===== config.mk =====
export PLATFORM = sky130hd
export DESIGN_NAME = pattern_line_arbiter
export DESIGN_NICKNAME = d
export VERILOG_FILES = /design/src/rtl/pattern_line_arbiter.sv
export SDC_FILE = /design/constraint.sdc
export NUM_CORES = 1
export LEC_CHECK = 0
export BUFFER_PORTS_ARGS = -buffer_cell sky130_fd_sc_hd__buf_4
export CAP_MARGIN = 20
export CORE_MARGIN = 1.5
export CORE_UTILIZATION = 40
export CTS_CLUSTER_DIAMETER = 60
export DETAILED_ROUTE_END_ITERATION = 16
export PLACE_DENSITY = 0.65
export SETUP_SLACK_MARGIN = 0.15
export SLEW_MARGIN = 25
export SYNTH_ARGS = -nofsm -noshare
export SYNTH_HDL_FRONTEND = slang
export SYNTH_SLANG_ARGS = --single-unit

===== constraint.sdc =====
create_clock -name iCLK -period 5.5 [get_ports iCLK]
set_input_delay 0.825 -clock iCLK [delete_from_list [all_inputs] [get_ports iCLK]]
set_output_delay 0.825 -clock iCLK [all_outputs]
set_load 0.02 [all_outputs]

===== src/rtl/pattern_line_arbiter.sv =====
// Two-requester round-robin scheduler driving one serial pattern line.
// Frames play LSB-first, one bit per prescaler step, followed by a one-step gap.
module pattern_line_arbiter #(
  parameter int CLK_DIV = 12500000,
  parameter int PAT_W   = 16
) (
  input  logic             iCLK,
  input  logic             iRST_N,
  input  logic [1:0]       iREQ,
  input  logic [PAT_W-1:0] iPAT0,
  input  logic [PAT_W-1:0] iPAT1,
  input  logic [4:0]       iLEN0,
  input  logic [4:0]       iLEN1,
  input  logic             iABORT,
  output logic [1:0]       oGNT,
  output logic [1:0]       oDONE,
  output logic             oSIG,
  output logic             oBUSY,
  output logic [3:0]       oSTEP
);

  localparam int PW = (CLK_DIV > 2) ? $clog2(CLK_DIV) : 1;
  localparam logic [PW-1:0] PRESC_LAST = PW'(CLK_DIV - 1);

  typedef enum logic [1:0] {IDLE, PLAY, GAP} state_t;

  state_t           state, state_n;
  logic [PW-1:0]    presc, presc_n;
  logic [3:0]       step, step_n;
  logic [4:0]       len, len_n;
  logic [PAT_W-1:0] pat, pat_n;
  logic             last, last_n;
  logic [1:0]       gnt_n, done_n;
  logic             sig_n, busy_n;
  logic             win, tick;
  logic [4:0]       win_len;

  function automatic logic [4:0] clamp_len(input logic [4:0] l);
    if (l > 5'(PAT_W)) return 5'(PAT_W);
    return l;
  endfunction

  // Tie goes to whichever requester was not served last.
  assign win     = iREQ[1] & (~iREQ[0] | ~last);
  assign win_len = win ? iLEN1 : iLEN0;
  assign tick    = (presc == PRESC_LAST);
  assign oSTEP   = step;

  always_comb begin
    state_n = state;
    presc_n = presc;
    step_n  = step;
    len_n   = len;
    pat_n   = pat;
    last_n  = last;
    gnt_n   = oGNT;
    done_n  = 2'b00;
    sig_n   = oSIG;
    busy_n  = oBUSY;
    case (state)
      IDLE: begin
        if (!iABORT && iREQ != 2'b00) begin
          last_n = win;
          if (win_len == 5'd0) begin
            done_n = win ? 2'b10 : 2'b01;
          end else begin
            state_n = PLAY;
            pat_n   = win ? iPAT1 : iPAT0;
            len_n   = clamp_len(win_len);
            gnt_n   = win ? 2'b10 : 2'b01;
            step_n  = 4'd0;
            presc_n = '0;
            sig_n   = pat_n[0];
            busy_n  = 1'b1;
          end
        end
      end
      PLAY: begin
        if (iABORT) begin
          state_n = IDLE;
          presc_n = '0;
          step_n  = 4'd0;
          gnt_n   = 2'b00;
          sig_n   = 1'b0;
          busy_n  = 1'b0;
        end else if (tick) begin
          presc_n = '0;
          if ({1'b0, step} == len - 5'd1) begin
            state_n = GAP;
            done_n  = oGNT;
            gnt_n   = 2'b00;
            step_n  = 4'd0;
            sig_n   = 1'b0;
          end else begin
            step_n = step + 4'd1;
            sig_n  = pat[step_n];
          end
        end else begin
          presc_n = presc + 1'b1;
        end
      end
      GAP: begin
        if (iABORT || tick) begin
          state_n = IDLE;
          presc_n = '0;
          busy_n  = 1'b0;
        end else begin
          presc_n = presc + 1'b1;
        end
      end
      default: state_n = IDLE;
    endcase
  end

  always_ff @(posedge iCLK or negedge iRST_N) begin
    if (!iRST_N) begin
      state <= IDLE;
      presc <= '0;
      step  <= 4'd0;
      len   <= 5'd0;
      last  <= 1'b1;
      oGNT  <= 2'b00;
      oDONE <= 2'b00;
      oSIG  <= 1'b0;
      oBUSY <= 1'b0;
    end else begin
      state <= state_n;
      presc <= presc_n;
      step  <= step_n;
      len   <= len_n;
      last  <= last_n;
      oGNT  <= gnt_n;
      oDONE <= done_n;
      oSIG  <= sig_n;
      oBUSY <= busy_n;
    end
  end

  // Pattern copy is pure data and only meaningful while PLAY is active.
  always_ff @(posedge iCLK) begin
    pat <= pat_n;
  end

endmodule


# Yosys cells after proc, flatten, opt, wreduce, memory -nomap -nowiden
# Cells that the tools add are included.
totals:
  regBits: 58
  out_inout_bits: 10
  wordCells: 98
classes:
  n_addsub: 3
  order_cmp: 2
  n_eq_ne: 10
  mux: 53
  n_bitwise: 5
  reduce_logical: 15
op_table:
  columns: ["operator", "count"]
  rows:
  - ["24-bit 2-to-1 mux", 5]
  - ["24-bit case mux with 3 select lines", 1]
  - ["2-bit 2-to-1 mux", 17]
  - ["24-bit by 1-bit adder with 24-bit output, second input constant", 1]
  - ["24-bit equality test, second input constant", 1]
  - ["4-bit 2-to-1 mux", 5]
  - ["16-bit 2-to-1 mux", 1]
  - ["5-bit 2-to-1 mux", 3]
  - ["5-bit AND reduction", 3]
  - ["1-bit 2-to-1 mux", 14]
  - ["2-bit != test, second input constant", 4]
  - ["2-bit case mux with 2 select lines", 2]
  - ["4-bit case mux with 2 select lines", 1]
  - ["3-bit != test, second input constant", 2]
  - ["2-bit case mux with 3 select lines", 1]
  - ["3-bit AND reduction", 2]
  - ["4-bit by 5-bit equality test with 1-bit output", 1]
  - ["5-bit > comparator, second input constant", 1]
  - ["5-bit zero test", 1]
  - ["4-bit by 5-bit < comparator with 1-bit output, second input constant", 1]
  - ["5-bit by 1-bit subtractor with 5-bit output, second input constant", 1]
  - ["4-bit by 1-bit adder with 4-bit output, second input constant", 1]
  - ["1-bit binary-select mux with 4-bit select", 1]
  - ["4-bit AND reduction", 1]
  - ["14 further kinds", 17]

# Longest topological paths before layout
logic_depth:
  depth_word: 10
  ltp_mapped: 8

# Worst setup path before layout
# Ideal clock, no wire load.
synth_path:
  kind: "in2reg"
  startpoint: "input port iREQ[1]"
  endpoint: "register len[2]"
  setup_time_ns: 0.125
  arrival_time_ns: 3.011
  path_slack_ns: 2.365
  stages: 6
  n_path_buf: 1
  path_cell_list: "a21bo_2 -> clkbuf_1 -> mux2i_1 -> nor2_1 -> nor2_1 -> mux2_2"
synth_between:
  elab_chain_cells: 8
  word_cells_on_any_way: 13
  cone_classes: "order compare (1); mux (6); bitwise (2); reduce/logical (4)"
synth_rtl:
  columns: ["element", "line", "rtl"]
  rows:
  - ["start: declaration", "9", "input logic [1:0] iREQ,"]
  - ["1-bit AND", "44", "assign win = iREQ[1] & (~iREQ[0] | ~last);"]
  - ["5-bit 2-to-1 mux", "45", "assign win_len = win ? iLEN1 : iLEN0;"]
  - ["5-bit > comparator", "39", "if (l > 5'(PAT_W)) return 5'(PAT_W);"]
  - ["1-bit 2-to-1 mux", "39", null]
  - ["1-bit 2-to-1 mux", "64", "if (win_len == 5'd0) begin"]
  - ["1-bit 2-to-1 mux", "62", "if (!iABORT && iREQ != 2'b00) begin"]
  - ["1-bit 2-to-1 mux", "60", "case (state)"]
  - ["5-bit 2-to-1 mux", "40", "return l;"]
  - ["end signal: assignment", "130", "len <= len_n;"]
  - ["end: declaration", "30", "logic [4:0] len, len_n;"]
# Several ways; a longest one is shown, not always the timed one. The select of a mux whose other input is x is not followed.
# A chain may end at the register's enable or synchronous reset.

# Worst setup path after layout
layout_path:
  startpoint: "input port iREQ[1]"
  endpoint: "register presc[16]"
layout_between:
  elab_chain_cells: 5
  word_cells_on_any_way: 8
  cone_classes: "eq/ne (2); mux (1); bitwise (1); reduce/logical (4)"
layout_rtl:
  columns: ["element", "line", "rtl"]
  rows:
  - ["1-bit AND", "44", null]
  - ["5-bit 2-to-1 mux", "45", null]
  - ["5-bit zero test", "64", null]
  - ["2-bit != test (no line)", null, null]
  - ["3-bit AND reduction (no line) *", null, null]
  - ["end signal: assignment", "128", "presc <= presc_n;"]
  - ["end: declaration", "28", "logic [PW-1:0] presc, presc_n;"]
# Every way passes the cells marked *; elsewhere a longest branch is shown, timed or not.

==> results.toml <==
[cells_and_area]
regArea_um2 = 1530
final_layout_size_suffix_gt1_share_pct = 21.2
fillers = 797
n_antenna_cell = 0
layout_commonest_cell = "nand2_1"
final_nets = 482
post_layout_nonfiller_instances = 538
final_cell_mix = "nand2_1 (71), buf_4 (61), dfrtp_1 (41)"
multi_input_area_um2 = 1760
syn2layout_area_growth_pct = 21.9

[hold_path]
hold_class = "input pin to async pin"

[placement]
io_buffers = 56
place_hpwl_um = 6120
routabilityCongestion = 0.869
placed_cells = 522

[flow_run]
maxCapViolCount = 0

[sta]
skew_ns = 0.00752
worst_slew_pin_slew_ns = 0.609
rsz0062_at_grt = "no"
setup_viol = 0
slew_viol_final = 0
max_freq_ghz = 0.368
finalSetupTns_ns = 0
finalCritPeriodShare_pct = 49.5
final-hold-violation-count = 0
worst_slew_margin_rel_pct = 59.1
min_period_ns = 2.72

[synthesis]
synth_cells = 371
synth.top_cell.area_share_pct = 29.9
syn_avg_cell_area_um2 = 9.25
syn_area_um2 = 3430
synth_seq_area_share_pct = 44.7
synth.area.top_cells = "dfrtp_1 (30%), edfxtp_1 (14%), nand2_1 (7.8%)"
ys_warn_count = 0
async_flop_share_pct = 72.4
synth_cell_types = 58
synth_edf_count = 16
syn_nets = 425
yosys.area.top_type = "dfrtp_1"
synth_ff_type = "dfrtp_1"
ys_seq_elements = 58

[cts]
max-clock-path-buffers = 2
clkSinkCount = 58
ctsResizeCount = 0
hold_buffers = 0
clk_latency_ns = 0.35
postCtsSetupRepairBufs = 0
cts_buffers = 9
clkTransAtPathRegs_ns = 0.08
cts_max_level = 3
cts_root_buffer = "clkbuf_8"
cts_tree = "built"

[setup_path]
setup.worst_path.class = "input pin to register"
cp_num_buf_inv = 1
cp-start-kind = "input pin"
required_ns = 5.74
crit_chain = "buf_4 -> a21bo_2 -> mux2i_1 -> o21a_1 -> nand2_1 -> o311ai_0"
crit_path_end_kind = "register"
worstPathArrival_ns = 2.96
path_delay_family = "compound AO/OA/AOI/OAI gates"
slowest_stage = "a21bo_2"
critPathMaxFanout = 24
crit_path_max_incr_delay_ns = 0.48

[grt]
grt_max_degree = 43
use_met3_pct = 4.55
grt_most_used_layer = "met2"
grt_use_met1_pct = 28.7
gr-total-overflow = 0
antenna_found_initial = 0
grt_pass1_wl_um = 14400
grtUsageTotal_pct = 20.8
grt_pass1_vias = 2980
use_met2_pct = 31.6

[drt]
drtAntennaViolNets = 0
wl_um = 8560
drt_iter0_drc = 253
drc_errors = 0
wl_per_cell_um = 15.9
vias = 3075
via_per_inst = 5.72
first_pass_iters = 5

[power]
p_seq_share_pct = 37.4
intPower_mw = 1.00
pwr-share-clk_pct = 29.2
swShare_pct = 35.5
power_frac_comb_pct = 33.4
p_sw_uw = 552
power_density_nw_per_um2 = 372
total_power_mw = 1.56
leakage_nw = 1.79
ir_drop_uv = 156

[status]
outcome = "finished, final reports clean"

[die]
dieHeight_um = 95.6
core_um2 = 8260
die_w_um = 95.6
io_pins = 57
initial_core_util_pct = 41.6
rows = 33
dieArea_um2 = 9150
-- state kept, by name, indices dropped and copies added, names as in the netlist --
| name | cells |
|---|---|
| pat | 16 |
| oGNT | 2 |
| oBUSY | 1 |
| oSIG | 1 |
| oSTEP | 4 |
| last | 1 |
| presc | 24 |
| state | 2 |
| oDONE | 2 |
| len | 5 |
-- worst reg2reg max path: stages, from the launching register on --
cell and delay, ns:
dfrtp_1 0.69, ha_1 0.30, xor2_1 0.51, mux4_2 0.40, mux4_2 0.49, nand3_1 0.10, a31oi_1 0.08
-- routing by layer --
metal,vias to the layer above,routed length [µm]
met4,0,165
met1,1488,3950
met2,95,4010
met5,-,0
li1,1477,-
met3,15,423
-- area by class of cell --
| type | count | area share (%) |
|---|---|---|
| sequential | 58 | 36.6 |
| clock buffer | 9 | 2.96 |
| clock inverter | 7 | 2.42 |
| tap | 105 | 3.14 |
| multi-input combinational | 278 | 42.1 |
| timing repair buffer | 61 | 10.9 |
| inverter | 20 | 1.79 |
-- worst paths after layout --
path | to | startpoint | depth (start not counted) | slack, ns
max | presc[16] | iREQ[1] | 6 | 2.78
min | presc[21] | iRST_N | 1 | 0.46
max reg2reg | oSIG | oSTEP[0] | 6 | 2.81
min reg2reg | last | last | 2 | 0.51
max in group asynchronous | presc[3] | iRST_N | 1 | 4.65
min in group iCLK | last | last | 2 | 0.51
-- power by group through the flow --
stage          Sequential [mW]  Combinational, mW  Clock (mW)
2_1_floorplan            0.592              0.351           0
3_3_place_gp             0.588              0.507           0
3_5_place_dp             0.591              0.519           0
4_1_cts                  0.582              0.522       0.460
5_1_grt                  0.591              0.580       0.484
6_report                 0.582              0.520       0.455
-- cell usage after synthesis, drive strengths merged (6+ instances only) --
master and n:
clkbuf 9, nor4 8, nand3 12, inv 20
o21ai 21, nand4 6, a21oi 15, or4 8
a22o 9, edfxtp 16, buf 6, ha 7
nand2 71, dfrtp 41, nor3 13, nor2 15
nand2b 6
-- kinds of logic after synthesis --
kind of cell	count (synthesis)	share of synthesized area, %
and+or+nand+nor	163	23.6
AOI/OAI and AO/OA	88	17.6
DFF	58	44.7
buffers and inverters	35	4.01
muxes	13	5.76
xor gates and xnor gates	7	1.79
adders and majority gates	7	2.55
-- per-stage QoR --
| stage | util [%] | hold slack (ns) | area [µm²] | setup slack, ns |
|---|---|---|---|---|
| 6_report | 50.7 | 0.465 | 4180 | 2.78 |
| 5_1_grt | 50.7 | 0.498 | 4180 | 2.52 |
| 4_1_cts | 50.7 | 0.483 | 4180 | 2.80 |
| 3_5_place_dp | 47.9 | 0.494 | 3960 | 2.44 |
| 3_3_place_gp | 47.9 | 0.485 | 3960 | 2.48 |
| 2_1_floorplan | - | 0.471 | 3430 | 2.36 |
Note: power is estimated with default switching activity, not from simulation.
